**config.mk**
```make
export PLATFORM = sky130hd
export DESIGN_NAME = instr_sequencer
export DESIGN_NICKNAME = d
export VERILOG_FILES = /design/src/rtl/cpu_pkg.sv /design/src/rtl/seq_pc_unit.sv /design/src/rtl/instr_sequencer.sv
export SDC_FILE = /design/constraint.sdc
export NUM_CORES = 1
export LEC_CHECK = 0
export CAP_MARGIN = 20
export CORE_MARGIN = 5
export CORE_UTILIZATION = 47
export DETAILED_ROUTE_END_ITERATION = 6
export PLACE_DENSITY = 0.82
export SLEW_MARGIN = 25
export SYNTH_ARGS = -nofsm -noshare
export SYNTH_HDL_FRONTEND = slang
export SYNTH_SLANG_ARGS = --single-unit
```
**constraint.sdc**
```tcl
create_clock -name clk -period 3.5 [get_ports clk]
set_clock_uncertainty 0.15 [all_clocks]
set_input_delay 0.875 -clock clk [delete_from_list [all_inputs] [get_ports clk]]
set_output_delay 0.875 -clock clk [all_outputs]
set_load 0.005 [all_outputs]
```
**src/rtl/cpu_pkg.sv**
```systemverilog
// Shared constants for the instruction sequencer: FSM state codes, opcode
// classes, trap causes and the PC-update selector.
package cpu_pkg;

  localparam logic [2:0] ST_FETCH  = 3'd0;
  localparam logic [2:0] ST_WAIT_I = 3'd1;
  localparam logic [2:0] ST_DECODE = 3'd2;
  localparam logic [2:0] ST_EXEC   = 3'd3;
  localparam logic [2:0] ST_MEM    = 3'd4;
  localparam logic [2:0] ST_WB     = 3'd5;
  localparam logic [2:0] ST_TRAP   = 3'd6;

  localparam logic [4:0] OPC_LOAD   = 5'b00000;
  localparam logic [4:0] OPC_STORE  = 5'b01000;
  localparam logic [4:0] OPC_BRANCH = 5'b11000;
  localparam logic [4:0] OPC_JAL    = 5'b11011;
  localparam logic [4:0] OPC_JALR   = 5'b11001;
  localparam logic [4:0] OPC_SYSTEM = 5'b11100;

  localparam logic [31:0] INSN_ECALL  = 32'h0000_0073;
  localparam logic [31:0] INSN_EBREAK = 32'h0010_0073;
  localparam logic [31:0] INSN_MRET   = 32'h3020_0073;

  localparam logic [1:0] CAUSE_ILLEGAL       = 2'd0;
  localparam logic [1:0] CAUSE_ECALL         = 2'd1;
  localparam logic [1:0] CAUSE_FETCH_TIMEOUT = 2'd2;

  // Status code the decoder reports for an illegal encoding
  localparam logic [1:0] INVALID_INSTRUCTION = 2'd2;

  typedef enum logic [2:0] {
    CLS_ALU, CLS_LOAD, CLS_STORE, CLS_BRANCH, CLS_JUMP, CLS_ECALL, CLS_MRET
  } insn_class_e;

  typedef enum logic [2:0] {
    PC_HOLD, PC_SEQ, PC_TGT, PC_MEPC, PC_TRAP
  } pc_sel_e;

  function automatic insn_class_e classify(input logic [31:0] insn);
    insn_class_e cls;
    cls = CLS_ALU;
    case (insn[6:2])
      OPC_LOAD:           cls = CLS_LOAD;
      OPC_STORE:          cls = CLS_STORE;
      OPC_BRANCH:         cls = CLS_BRANCH;
      OPC_JAL, OPC_JALR:  cls = CLS_JUMP;
      OPC_SYSTEM: begin
        if (insn == INSN_ECALL || insn == INSN_EBREAK) cls = CLS_ECALL;
        else if (insn == INSN_MRET)                    cls = CLS_MRET;
      end
      default:            cls = CLS_ALU;
    endcase
    return cls;
  endfunction

endpackage

```
**src/rtl/seq_pc_unit.sv**
```systemverilog
// Program counter and trap-return register; applies the PC update chosen
// by the sequencer FSM.
module seq_pc_unit
  import cpu_pkg::*;
#(
  parameter logic [31:0] RESET_PC = 32'h0000_0000,
  parameter logic [31:0] TRAP_PC  = 32'h0000_0100
) (
  input  logic        clk,
  input  logic        rst_n,
  input  pc_sel_e     pc_sel,
  input  logic [31:0] tgt_pc,
  output logic [31:0] pc,
  output logic [31:0] mepc
);

  logic [31:0] pc_reg, pc_next;
  logic [31:0] mepc_reg, mepc_next;

  always_comb begin
    pc_next   = pc_reg;
    mepc_next = mepc_reg;
    case (pc_sel)
      PC_SEQ:  pc_next = pc_reg + 32'd4;
      PC_TGT:  pc_next = tgt_pc;
      PC_MEPC: pc_next = mepc_reg;
      PC_TRAP: begin
        pc_next   = TRAP_PC;
        mepc_next = pc_reg;
      end
      default: ;
    endcase
  end

  always_ff @(posedge clk or negedge rst_n) begin
    if (!rst_n) begin
      pc_reg   <= RESET_PC;
      mepc_reg <= 32'd0;
    end else begin
      pc_reg   <= pc_next;
      mepc_reg <= mepc_next;
    end
  end

  assign pc   = pc_reg;
  assign mepc = mepc_reg;

endmodule

```
**src/rtl/instr_sequencer.sv**
```systemverilog
// Multi-cycle instruction sequencer: fetch, decode, execute, memory and
// write-back control with trap handling and a fetch timeout.
module instr_sequencer
  import cpu_pkg::*;
#(
  parameter logic [31:0] RESET_PC      = 32'h0000_0000,
  parameter logic [31:0] TRAP_PC       = 32'h0000_0100,
  parameter int          FETCH_TIMEOUT = 16
) (
  input  logic        clk,
  input  logic        rst_n,
  output logic        imem_req,
  output logic [31:0] imem_addr,
  input  logic        imem_ack,
  input  logic [31:0] imem_rdata,
  output logic [31:0] ir,
  output logic        dec_en,
  input  logic        dec_invalid,
  input  logic        br_taken,
  input  logic [31:0] tgt_pc,
  output logic        dmem_req,
  output logic        dmem_we,
  input  logic        dmem_ack,
  output logic        reg_we,
  output logic [31:0] pc,
  output logic        trap,
  output logic [1:0]  trap_cause,
  output logic [31:0] mepc
);

  localparam logic [15:0] TMO_LAST = 16'(FETCH_TIMEOUT - 1);

  logic [2:0]  state_reg, state_next;
  logic [31:0] ir_reg, ir_next;
  logic [15:0] tmo_reg, tmo_next;
  logic        taken_reg, taken_next;
  logic [1:0]  cause_reg, cause_next;
  logic [1:0]  dec_status;
  pc_sel_e     pc_sel;
  insn_class_e cls;

  assign cls        = classify(ir_reg);
  assign dec_status = dec_invalid ? INVALID_INSTRUCTION : 2'd0;

  always_comb begin
    state_next = state_reg;
    ir_next    = ir_reg;
    tmo_next   = tmo_reg;
    taken_next = taken_reg;
    cause_next = cause_reg;
    pc_sel     = PC_HOLD;
    case (state_reg)
      ST_FETCH: begin
        tmo_next   = 16'd0;
        state_next = ST_WAIT_I;
      end
      ST_WAIT_I: begin
        // An ack arriving on the last allowed cycle still completes the fetch
        if (imem_ack) begin
          ir_next    = imem_rdata;
          state_next = ST_DECODE;
        end else if (tmo_reg == TMO_LAST) begin
          cause_next = CAUSE_FETCH_TIMEOUT;
          state_next = ST_TRAP;
        end else begin
          tmo_next = tmo_reg + 16'd1;
        end
      end
      ST_DECODE: begin
        if (dec_status == INVALID_INSTRUCTION || ir_reg[1:0] != 2'b11) begin
          cause_next = CAUSE_ILLEGAL;
          state_next = ST_TRAP;
        end else begin
          state_next = ST_EXEC;
        end
      end
      ST_EXEC: begin
        taken_next = br_taken;
        case (cls)
          CLS_LOAD, CLS_STORE: state_next = ST_MEM;
          CLS_ECALL: begin
            cause_next = CAUSE_ECALL;
            state_next = ST_TRAP;
          end
          CLS_MRET: begin
            pc_sel     = PC_MEPC;
            state_next = ST_FETCH;
          end
          default: state_next = ST_WB;
        endcase
      end
      ST_MEM: begin
        if (dmem_ack) begin
          if (cls == CLS_STORE) begin
            pc_sel     = PC_SEQ;
            state_next = ST_FETCH;
          end else begin
            state_next = ST_WB;
          end
        end
      end
      ST_WB: begin
        state_next = ST_FETCH;
        if (cls == CLS_JUMP)        pc_sel = PC_TGT;
        else if (cls == CLS_BRANCH) pc_sel = taken_reg ? PC_TGT : PC_SEQ;
        else                        pc_sel = PC_SEQ;
      end
      ST_TRAP: begin
        pc_sel     = PC_TRAP;
        state_next = ST_FETCH;
      end
      default: state_next = ST_FETCH;
    endcase
  end

  always_ff @(posedge clk or negedge rst_n) begin
    if (!rst_n) begin
      state_reg <= ST_FETCH;
      ir_reg    <= 32'd0;
      tmo_reg   <= 16'd0;
      taken_reg <= 1'b0;
      cause_reg <= 2'd0;
    end else begin
      state_reg <= state_next;
      ir_reg    <= ir_next;
      tmo_reg   <= tmo_next;
      taken_reg <= taken_next;
      cause_reg <= cause_next;
    end
  end

  seq_pc_unit #(
    .RESET_PC (RESET_PC),
    .TRAP_PC  (TRAP_PC)
  ) u_pc (
    .clk    (clk),
    .rst_n  (rst_n),
    .pc_sel (pc_sel),
    .tgt_pc (tgt_pc),
    .pc     (pc),
    .mepc   (mepc)
  );

  // Strobes are forced low while reset is held, even though the state is FETCH
  assign imem_req   = rst_n && (state_reg == ST_FETCH || state_reg == ST_WAIT_I);
  assign dec_en     = rst_n && (state_reg == ST_DECODE);
  assign dmem_req   = rst_n && (state_reg == ST_MEM);
  assign dmem_we    = rst_n && (state_reg == ST_MEM) && (cls == CLS_STORE);
  assign reg_we     = rst_n && (state_reg == ST_WB) && (cls != CLS_BRANCH);
  assign trap       = rst_n && (state_reg == ST_TRAP);
  assign trap_cause = cause_reg;
  assign imem_addr  = pc;
  assign ir         = ir_reg;

endmodule

```
# After elaboration in Yosys (flattened, before gate mapping)
# Index checks and enable logic that the tools add are counted.
word_totals:
  regBits: 118
  elab_cells: 92
  out_inout_bits: 136
  in_bits: 70
classes:
  mux: 27
  addsub: 2
  n_reduce_logical: 21
  eq_ne: 35
op_table:
  columns: ["cell", "count"]
  rows:
  - ["32-bit case mux with 4 select lines", 1]
  - ["32-bit by 3-bit adder with 32-bit output, second input constant", 1]
  - ["32-bit by 21-bit equality test with 1-bit output, second input constant", 1]
  - ["32-bit by 30-bit equality test with 1-bit output, second input constant", 1]
  - ["32-bit by 7-bit equality test with 1-bit output, second input constant", 1]
  - ["16-bit 2-to-1 mux", 2]
  - ["16-bit case mux with 2 select lines", 1]
  - ["3-bit case mux with 5 select lines", 2]
  - ["3-bit equality test, second input constant", 7]
  - ["3-bit 2-to-1 mux", 7]
  - ["5-bit equality test, second input constant", 4]
  - ["3-bit by 2-bit equality test with 1-bit output, second input constant", 6]
  - ["2-bit 2-to-1 mux", 9]
  - ["16-bit by 1-bit adder with 16-bit output, second input constant", 1]
  - ["16-bit by 4-bit equality test with 1-bit output, second input constant", 1]
  - ["2-bit != test, second input constant", 7]
  - ["3-bit case mux with 4 select lines", 1]
  - ["3-bit by 1-bit equality test with 1-bit output, second input constant", 3]
  - ["3-bit case mux with 3 select lines", 1]
  - ["1-bit logical AND", 7]
  - ["2-bit case mux with 3 select lines", 1]
  - ["5-bit by 4-bit equality test with 1-bit output, second input constant", 1]
  - ["5-bit logical NOT", 1]
  - ["5-bit AND reduction", 1]
  - ["12 further kinds", 17]

# Longest topological paths before layout
# Gate-level depths: netlist (run 1).
logic_depth:
  word_depth: 10
  depth_mapped: 16
  depth_no_buf: 13

# Cells and area by module
# From an unflattened synthesis (run 1), not the netlist that was laid out.
hier_totals:
  cells_unflattened: 694
  hier_area_um2: 7031.7
by_module_without_submodules:
  columns: ["module", "seq_area_each_um2", "area_per_inst_um2", "cells_each", "n_inst"]
  rows:
  - ["seq_pc_unit", 1601.5, 3927.5, 396, 1]
  - ["instr_sequencer", 1351.3, 3104.2, 298, 1]

# Least setup slack after synthesis (run 1)
# Ideal clock, no wire load.
synth_path:
  path_type: "register to register"
  start: "register ir_reg[7], in the netlist ir[7]"
  end: "register u_pc.pc_reg[17], in the netlist u_pc.pc[17]"
  setup_ns: 0.139
  n_path_buf: 2
  slack_ns: 0.267
  path_stages_with_launch: 14
  required_ns: 3.211
  t_arrival_ns: 2.944
  period_less_slack_ns: 3.233
  cell_sequence: "dfrtp_1 > nor4_1 > nand4_2 > or3_1 > o41a_1 > ha_1 > nand2_1 > a21o_1 > o311ai_4 > or3_1 > buf_4 > buf_6 > nor3_1 > a211oi_1"
synth_between:
  elab_chain_cells: 10
  word_cells_on_any_way: 23
  classes_between: "eq/ne (11); mux (10); reduce/logical (2)"
synth_rtl:
  columns: ["element", "line", "rtl"]
  rows:
  - ["from (decl)", "instr_sequencer.sv:34", "logic [31:0] ir_reg, ir_next;"]
  - ["from (signal assigned)", "instr_sequencer.sv:125", "ir_reg <= ir_next;"]
  - ["32-bit by 30-bit equality test with 1-bit output, or another cell as far along", "cpu_pkg.sv:49", "else if (insn == INSN_MRET) cls = CLS_MRET;"]
  - ["3-bit 2-to-1 mux / 1-bit logical OR (equally long branches)", "cpu_pkg.sv:49, cpu_pkg.sv:48", null]
  - ["3-bit 2-to-1 mux *", "cpu_pkg.sv:48", "if (insn == INSN_ECALL || insn == INSN_EBREAK) cls = CLS_ECALL;"]
  - ["3-bit case mux with 5 select lines *", "cpu_pkg.sv:42", "case (insn[6:2])"]
  - ["3-bit by 2-bit equality test with 1-bit output (on tied branches)", "instr_sequencer.sv:105, instr_sequencer.sv:94", null]
  - ["2-bit 2-to-1 mux / 1-bit 2-to-1 mux (equally long branches)", "instr_sequencer.sv:105, instr_sequencer.sv:94", null]
  - ["2-bit 2-to-1 mux / 1-bit 2-to-1 mux (equally long branches)", "instr_sequencer.sv:104, instr_sequencer.sv:93", null]
  - ["3-bit case mux with 4 select lines *", "instr_sequencer.sv:52", "case (state_reg)"]
  - ["3-bit equality test, or another cell as far along", "seq_pc_unit.sv:23", "case (pc_sel)"]
  - ["32-bit case mux with 4 select lines / 4-bit nonzero test (equally long branches)", null, null]
  - ["to (signal assigned)", "seq_pc_unit.sv:40", "pc_reg <= pc_next;"]
  - ["to (decl)", "seq_pc_unit.sv:17", "logic [31:0] pc_reg, pc_next;"]
# Mark *: on every way between the ends. The rest lies on a longest branch, timed or not.
# A chain may end at the register's enable or synchronous reset.

# Worst setup path after layout (run 1)
layout_path:
  start: "register ir_reg[13], in the netlist ir[13]"
  end: "output port reg_we"
layout_between:
  elab_chain_cells: 6
  word_cells_on_any_way: 9
  classes_between: "eq/ne (4); mux (3); reduce/logical (2)"
layout_rtl:
  columns: ["element", "line", "rtl"]
  rows:
  - ["32-bit by 30-bit equality test with 1-bit output, or another cell as far along", "cpu_pkg.sv:49", null]
  - ["3-bit 2-to-1 mux / 1-bit logical OR (equally long branches)", "cpu_pkg.sv:49, cpu_pkg.sv:48", null]
  - ["3-bit 2-to-1 mux *", "cpu_pkg.sv:48", null]
  - ["3-bit case mux with 5 select lines *", "cpu_pkg.sv:42", null]
  - ["3-bit by 2-bit != test with 1-bit output *", "instr_sequencer.sv:149", "assign reg_we = rst_n && (state_reg == ST_WB) && (cls != CLS_BRANCH);"]
  - ["1-bit logical AND *", "instr_sequencer.sv:149", null]
  - ["to (decl)", "instr_sequencer.sv:24", "output logic reg_we,"]
# Marked as above.

==> results.md, run 1 <==
Global route:
- The layer flagged by global routing as most heavily used is met2.
- The number of antenna violations at the first check in global routing is 0.
- For this run, global-route usage on met1 was measured as a little over a quarter.
- The first-pass GRT wire length is 30.47 mm.
- The via count of the first global-routing pass is 5993.
- The global-route met3 utilization is under 10%.
- Entering global routing, the biggest net connects 63 pins.
- Global routing finished with a remaining overflow of 0.
- Global routing consumed, over all layers together, 23.91% of the routing resources.
- The global-route track usage on met2 is 41.66%.

Timing:
- The number of hold violations in the final report is 0.
- The slack of the critical path is -0.04457 ns.
- The final critical path takes up 101.3% of the cycle.
- The number of pins exceeding their max-slew limit in the final report is 0.
- Setup repair after global routing could not meet its margin everywhere.
- The worst pin sits at a relative slew slack of around 48%.
- The final-layout setup total negative slack is -0.04457 ns.
- Static timing analysis puts the maximum clock frequency at 282.1 MHz.
- Setup violations remaining at the end of the flow were counted as 1.
- At the pin with the least slew margin, the transition time is 0.7832 ns.
- The time the worst path needs with I/O delays and setup is 3.545 ns.

Routing:
- The number of antenna-violating nets in the routed design is 0.
- Using the TritonRoute via totals, the vias-per-cell ratio works out to 5.756.
- After the first detailed-routing iteration, the DRC count stood at 512.
- The routed wirelength normalized by instance count is 18.69 µm.
- The first TritonRoute pass finished after 5 iterations.
- After detailed routing, the number of remaining DRC violations is 0.
- The detailed-route via count is 5940.
- The final wirelength is 19.29 mm.

Final layout:
- The final layout net count is 917.
- The top cell types in the final layout, fill and taps aside, are sky130_fd_sc_hd__clkdlybuf4s50_1, sky130_fd_sc_hd__dfrtp_1, sky130_fd_sc_hd__nand2_1.
- After filler insertion, the fill cell instance count of the layout stands at about 940.
- The library cell used most frequently in the layout, excluding fill and tap cells, is sky130_fd_sc_hd__clkdlybuf4s50_1.
- The fraction of final layout cells sized beyond drive strength 1 is 15.77%.
- The final design instance area without fill is between 9000 and 10000 µm².
- From synthesis to final layout, the design area changed by 47.18%.
- In the final layout, the multi-input gates occupy 2997 µm².
- The area taken by flip-flops and latches is approximately 3000 µm².
- The number of inserted diodes is 0.

Synth:
- The register bit total from synthesis is 118.
- The net count after synthesis is between 700 and 800.
- The share of synthesized area occupied by flip-flops and latches is around 47%.
- After Yosys synthesis, XOR and XNOR cells account for 3.925% of the synthesized area.
- Yosys mapped the design onto 66 distinct sky130hd cell types.
- The dominant combinational cell family by area after synthesis is simple AND/OR/NAND/NOR gates.
- The cell count after synthesis came out at 644.
- The proportion of synthesized flip-flops having asynchronous set or reset is 100.0%.
- The largest total area in the synthesized netlist belongs to sky130_fd_sc_hd__dfrtp_1.
- The share of synthesized area in the top cell type comes to between 40% and 50%.
- The mapped netlist covers 6248 µm².
- The number of enable flip-flop cells after synthesis is 0.
- Among all flip-flop cells after synthesis, the most frequent one is sky130_fd_sc_hd__dfrtp_1.
- The mean instance size in the synthesized netlist is 9.703 µm².
- By area the synthesized netlist is led by sky130_fd_sc_hd__dfrtp_1, sky130_fd_sc_hd__nand2_1, sky130_fd_sc_hd__mux2_2.
- The post-synthesis share of cell area spent on full adders, half adders and majority gates is 0.8010%.
- For this run, the number of Yosys warnings is 0.
- The multiplexer share of the synthesized area is 6.468%.
- The fraction of the mapped netlist area in compound gates is 13.22%.
- The simple-gate area share of the yosys netlist is 21.43%.

Power and ir drop:
- The switching power is 2.623 mW.
- The sequential power share is approximately a third.
- The part of the power in the clock network is a little under a quarter.
- Power spread over the standard cell area amounts to 831.5 nW/µm².
- The switching part of the total is about a third.
- The combinational power share is ~43%.
- The cell internal power dissipation is 5.024 mW.
- The reported leakage power is around 4 nW.
- The maximum ir drop on the vdd rail is 0.5416 mV.

Die:
- The floorplan die width is approximately 130 µm.
- Once the floorplan was initialized, standard cells occupied 47.56% of the core.
- The I/O pin count is between 200 and 250.
- The placeable core area is 13140 µm².
- The area enclosed by the die boundary is 15700 µm².
- The total number of placement rows is 42.
- In this run the vertical extent of the chip is 125.3 µm.

Clocking:
- The later-pin clock latency in the skew report is 0.42 ns.
- The H-tree level count is 4.
- The root buffer cell chosen for the clock tree is sky130_fd_sc_hd__clkbuf_16.
- The number of clock sinks is 118.
- The maximum buffer depth of the clock tree is 2.
- The clock edge transition at the registers on the reported setup and hold paths is 0.05 ns.
- Buffers inserted during clock tree synthesis total 17.
- The CTS tree is done.
- The count of hold-fix buffers inserted at cts is 0.

Placed design:
- The congestion estimate from routability-driven global placement came to approximately 0.81.
- Once detailed placement completed, the half-perimeter wirelength came to 13.37 mm.
- The count of buffers from port buffering is between 200 and 250.
- The placed cell area is 8359 µm².

Outcome:
- The checks that failed: negative setup slack.
- The run finished, with violations left.

Setup path:
- The endpoint class of the critical path is an output port.
- Along the worst path, the maximum fanout reaches 2.
- The critical path is of the flop to output port type.
- STA puts the critical path data arrival time at 2.52 ns.
- STA puts the critical path data required time at 2.47 ns.
- STA classifies the critical path startpoint as a flop.

Run:
- The number of max-cap violations is 0.

Min path:
- The min-delay analysis places its worst path in the category flop to flop.
[power by group through the flow]
stage               Sequential (mW)  Combinational [mW]  Clock [mW]
floorplan                      2.47                1.44           0
global placement               2.53                3.02           0
detailed placement             2.58                3.10           0
CTS                            2.60                3.18        1.77
global route                   2.70                3.54        1.83
finish                         2.62                3.28        1.75
[worst max-delay path: stages, from the launching register on]
cell	delay [ns]
sky130_fd_sc_hd__dfrtp_1	0.41
sky130_fd_sc_hd__nor4_4	0.36
sky130_fd_sc_hd__nand4_2	0.15
sky130_fd_sc_hd__or3_4	0.39
sky130_fd_sc_hd__o41a_1	0.13
sky130_fd_sc_hd__inv_1	0.08
sky130_fd_sc_hd__ha_2	0.18
sky130_fd_sc_hd__nand2_1	0.06
sky130_fd_sc_hd__o211a_1	0.22
sky130_fd_sc_hd__buf_2	0.13
[worst paths after layout]
kind                                    start             to  slack [ns]  depth (start not counted)
worst max-delay path                   ir[13]         reg_we       -0.04                          9
worst min-delay path            u_pc.mepc[25]  u_pc.mepc[25]        0.35                          2
worst max register to register         ir[13]    u_pc.pc[13]        0.10                         14
worst min register to register  u_pc.mepc[25]  u_pc.mepc[25]        0.35                          2
max in group asynchronous               rst_n         ir[20]        1.49                          3
min in group asynchronous               rst_n   u_pc.mepc[7]        0.48                          2
[synthesized netlist by cell type, drive strengths merged, types with 11 or more instances]
| cell type | instances |
|---|---|
| nor3 | 30 |
| clkbuf | 23 |
| a21oi | 11 |
| dfrtp | 118 |
| inv | 15 |
| nor4 | 11 |
| nand3 | 20 |
| nor2 | 31 |
| buf | 40 |
| nand2 | 111 |
| xnor2 | 20 |
| o21ai | 32 |
| and3 | 14 |
| mux2 | 35 |
| a22oi | 20 |
[kinds of logic (layout without fill, tap and decap cells)]
family / count (synthesis) / count (layout)
DFF: 118 / 118
adders and majority gates: 4 / 4
muxes: 36 / 36
and+or+nand+nor: 267 / 267
xor gates and xnor gates: 28 / 28
buffers and inverters: 78 / 290
AOI/OAI and AO/OA: 113 / 113
[stage by stage]
step / util [%] / instances / power, mW / setup WS (ns) / hold WS [ns]
global placement: 63.63 / 986 / 5.553 / 0.04856 / 0.3338
detailed placement: 63.63 / 986 / 5.688 / -0.02591 / 0.3359
floorplan: - / 644 / 3.909 / 0.2669 / 0.3311
finish: 70.00 / 1032 / 7.647 / -0.04457 / 0.3485
CTS: 68.80 / 1023 / 7.543 / -0.04640 / 0.3493
global route: 70.00 / 1032 / 8.075 / -0.2122 / 0.3797
[what timing repair did]
action	CTS	global route
pin swaps	6	7
gates resized for setup	12	14
setup buffers	5	7
cloned	0	2
endpoints found under the setup margin	1	27
[per-layer routing]
| metal | share of wire, % | up-vias |
|---|---|---|
| met4 | 2.5 | 0 |
| met2 | 51 | 302 |
| met5 | 0 | - |
| li1 | - | 2696 |
| met1 | 38 | 2889 |
| met3 | 8.2 | 53 |
[area by class of cell]
cell class | instances | area share [%]
multi-input combinational | 448 | 32.58
sequential | 118 | 32.11
timing repair buffer | 243 | 25.81
clock buffer | 24 | 5.456
tap | 176 | 2.395
clock inverter | 8 | 1.034
inverter | 15 | 0.6122
(Power assumes the default switching activity.)
==> inputs of run 2 (changes only) <==
- RECOVER_POWER: default -> 100
==> run 2 against run 1 <==
The run ends with max-capacitance violations, max-slew violations, negative setup slack left. Design area decreased by 0.20%. Non-clock buffer count unchanged. Power is 2.9% lower. Via count about the same. Die area did not move.
==> results.md, run 2 (synthesis gave the netlist of run 1 again) <==
Routing:
- The first-pass iteration count of the detailed router is 6 (+1).
- The DRC marker count from the first detailed-route iteration came to 587 (+15%).
- The routed via count divided by cell count is 5.758 (about the same).
- The final wirelength is 19.29 mm (about the same).
- The number of antenna-violating nets in the routed design was 0 (unchanged).
- The routed wirelength normalized by instance count is 18.69 µm (about the same).
- The detailed-route via count came to 5942 (+0.034%).
- The detailed-route DRC error count was 0 (unchanged).

Final layout:
- Leaving out fill and tap cells, the most frequent cells in the layout are sky130_fd_sc_hd__dfrtp_1, sky130_fd_sc_hd__nand2_1, sky130_fd_sc_hd__clkdlybuf4s50_1.
- Compared with the post-synthesis result, the final layout area differs by 46.88%.
- The number of standard cells in the layout, taps in and fillers out was 1032 (unchanged).
- The number of inserted diodes came to 0 (unchanged).
- The final layout net count is 917 (unchanged).
- The fraction of final layout cells sized beyond drive strength 1 is 15.07% (-0.70 points).
- The final design instance area without fill is 9178 µm² (-0.20%).
- The number of filler instances in the final layout is 944 (+0.32%).
- The most common cell after layout, fill and taps aside is sky130_fd_sc_hd__dfrtp_1.

Setup path:
- The required time of the worst setup path is 2.47 ns (about the same).
- The depth of the critical timing path with buffers and inverters included came to 9 (unchanged).
- The dominant delay contributor by cell family on the critical path is simple AND/OR/NAND/NOR gates.
- The worst reg-to-reg path cell count is 14 (unchanged).
- Traced cell by cell, the critical path runs through nor4_4, nand4_2, or3_4, o41a_1, inv_1, ha_2, nand2_1, o211a_1, buf_2.
- The maximum cell stage delay along the critical path is 0.41 ns (about the same).
- The critical path buffer and inverter count is 2 (unchanged).
- The worst-path maximum fanout is 2 (unchanged).
- The element type at the critical path start is a flop.
- The data arrival time of the critical path is 2.51 ns (about the same).
- On the critical path, the stage with the largest delay is an instance of sky130_fd_sc_hd__dfrtp_1.
- The endpoint class of the critical path is an output port.
- The flop-to-flop setup slack is 0.11 ns (about the same).
- The type of the worst setup path is flop to output port.

Power and ir drop:
- The sequential power share is 34.9% (+0.7 points).
- The cell area power density came to 809.4 nW/µm² (-2.7%).
- The reported leakage power is 4.039 nW (+4.0%).
- The part of the power in the clock network is 23.6% (+0.7 points).
- The maximum ir drop on the vdd rail came to 0.5329 mV (-1.6%).
- The switching power came to 2.596 mW (-1.0%).
- The combinational power share was 41.5% (-1.4 points).
- The cell internal power dissipation was 4.832 mW (-3.8%).
- The switching part of the total is 34.95% (+0.65 points).
- The total power consumption of the routed design came to 7.428 mW (-2.9%).

Global route:
- The all-layer global routing usage was 23.91% (unchanged).
- The first-pass GRT wire length was 30.47 mm (unchanged).
- The largest net degree at the start of global routing is 63 (unchanged).
- The global-route met3 utilization is 8.102% (unchanged).
- The most used routing layer is met2.
- The number of antenna violations at the first check in global routing is 0 (unchanged).
- The global-route track usage on met2 was 41.66% (unchanged).
- The via count of the first global-routing pass is 5993 (unchanged).
- The overflow left after global routing was 0 (unchanged).
- The fraction of met1 tracks used by global routing is 26.62% (unchanged).

Clocking:
- The number of clock sinks was 118 (unchanged).
- The CTS tree is done.
- The maximum buffer depth of the clock tree is 2 (unchanged).
- The later-pin clock latency in the skew report came to 0.42 ns (about the same).
- The count of hold-fix buffers inserted at cts is 0 (unchanged).
- The H-tree level count is 4 (unchanged).
- Clock tree synthesis selected as its root buffer the cell sky130_fd_sc_hd__clkbuf_16.
- The CTS buffer count came to 17 (unchanged).
- The clock edge transition at the registers on the reported setup and hold paths is 0.05 ns (about the same).

Die:
- The initial core utilization came to 47.56% (unchanged).
- The placeable core area was 13140 µm² (unchanged).
- The die height is 125.3 µm (unchanged).
- The I/O pin count is 206 (unchanged).
- The floorplan die width is 125.3 µm (unchanged).
- The total number of placement rows came to 42 (unchanged).
- The area enclosed by the die boundary is 15700 µm² (unchanged).

Timing:
- The number of pins exceeding their max-slew limit in the final report is 37 (+37).
- The worst slew margin relative to its limit is -10.86% (-59 points).
- The part of the cycle the worst path needs is 101.1% (-0.17 points).
- Setup repair after global routing could not meet its margin everywhere.
- The slack of the critical path is -0.03875 ns (+0.005819 ns).
- The total setup violations reported at the end of the flow is 1 (unchanged).
- The number of hold violations in the final report is 0 (unchanged).
- The transition time at the pin with the least slew margin is 1.663 ns (+0.8797 ns).
- The final hold slack was 0.3418 ns (-0.006781 ns).
- The time the worst path needs with I/O delays and setup is 3.539 ns (-0.005819 ns).
- The highest clock rate is 282.6 MHz (+0.16%).

Placed design:
- The count of buffers from port buffering was 205 (unchanged).
- The HPWL after detailed placement was 13.37 mm (unchanged).
- The placed cell area came to 8359 µm² (unchanged).
- The number of placed cells counting well taps is 986 (unchanged).
- The placer's final routability congestion estimate is 0.8148 (unchanged).
- The worst slack at placement is -0.02591 ns (unchanged).

Min path:
- The worst hold path belongs to the class flop to flop.
- The number of cells on the worst hold path was 2 (unchanged).

Outcome:
- The run finished, with violations left.
- The checks that failed: max-capacitance violations, max-slew violations, negative setup slack.

Run:
- The number of max-cap violations is 1 (+1).
## run 2: cell count changes in the layout (fill, tap and decap cells not counted)
cell | previous run | this run
sky130_fd_sc_hd__clkdlybuf4s50_1 | 203 | 104
sky130_fd_sc_hd__dlygate4sd3_1 | 0 | 99
sky130_fd_sc_hd__buf_4 | 33 | 28
sky130_fd_sc_hd__clkbuf_1 | 2 | 4
sky130_fd_sc_hd__clkbuf_2 | 0 | 2
sky130_fd_sc_hd__mux2_1 | 0 | 2
sky130_fd_sc_hd__mux2_2 | 35 | 33
sky130_fd_sc_hd__clkbuf_4 | 1 | 2
sky130_fd_sc_hd__inv_1 | 14 | 15
sky130_fd_sc_hd__inv_2 | 1 | 0
sky130_fd_sc_hd__nor4b_1 | 0 | 1
sky130_fd_sc_hd__nor4b_2 | 1 | 0
## run 2: worst paths after layout
path,start,end
worst max-delay path,ir[13],reg_we
worst min-delay path,u_pc.mepc[25],u_pc.mepc[25]
worst max register to register,ir[13],u_pc.pc[13]
worst min register to register,u_pc.mepc[25],u_pc.mepc[25]
max in group asynchronous,rst_n,tmo_reg[10]
min in group asynchronous,rst_n,u_pc.mepc[0]
## run 2: worst reg2reg max path: stages (launching register included)
cell and delay [ns]:
sky130_fd_sc_hd__dfrtp_1 0.41, sky130_fd_sc_hd__nor4_4 0.35, sky130_fd_sc_hd__nand4_2 0.15, sky130_fd_sc_hd__or3_4 0.39
sky130_fd_sc_hd__o41a_1 0.13, sky130_fd_sc_hd__buf_4 0.14, sky130_fd_sc_hd__ha_2 0.20, sky130_fd_sc_hd__a211o_1 0.22
sky130_fd_sc_hd__nand4_1 0.11, sky130_fd_sc_hd__a22oi_2 0.09, sky130_fd_sc_hd__buf_12 0.16, sky130_fd_sc_hd__clkbuf_4 0.20
sky130_fd_sc_hd__nor4_2 0.32, sky130_fd_sc_hd__nor3_1 0.08, sky130_fd_sc_hd__a211oi_1 0.18
## run 2: layout make-up
type                            count  area [µm²]  share of cell area, %
Multi-Input combinational cell    448        2990                  32.58
Sequential cell                   118        2953                  32.17
Timing Repair Buffer              243        2361                  25.73
Clock buffer                       24       501.7                  5.467
Tap cell                          176       220.2                  2.399
Clock inverter                      8       95.09                  1.036
Inverter                           15       56.30                 0.6135
## run 2: timing repair
item,in CTS,in global routing
endpoints found under the setup margin,1,27
pin swaps,6,7
buffers inserted,5,7
gates cloned,0,2
gates resized for setup,12,14
## run 2: power by group through the flow
stage	clock (mW)	sequential, mW	combinational (mW)
after CTS	1.77	2.60	3.18
after global placement	0	2.53	3.02
after global routing	1.83	2.68	3.35
after detailed placement	0	2.58	3.10
final	1.75	2.59	3.08
after floorplan	0	2.47	1.44
## run 2: layer usage
layer / part of all wire, % / vias up
met5: 0 / -
met3: 7.8 / 53
met2: 51 / 287
met1: 38 / 2902
met4: 2.5 / 0
li1: - / 2700
## run 2: stage by stage
step,setup TNS [ns],util (%)
4_1_cts,-0.04640,68.80
5_1_grt,-0.4499,69.86
3_5_place_dp,-0.02591,63.63
6_report,-0.03875,69.86
3_3_place_gp,0,63.63
2_1_floorplan,0,-
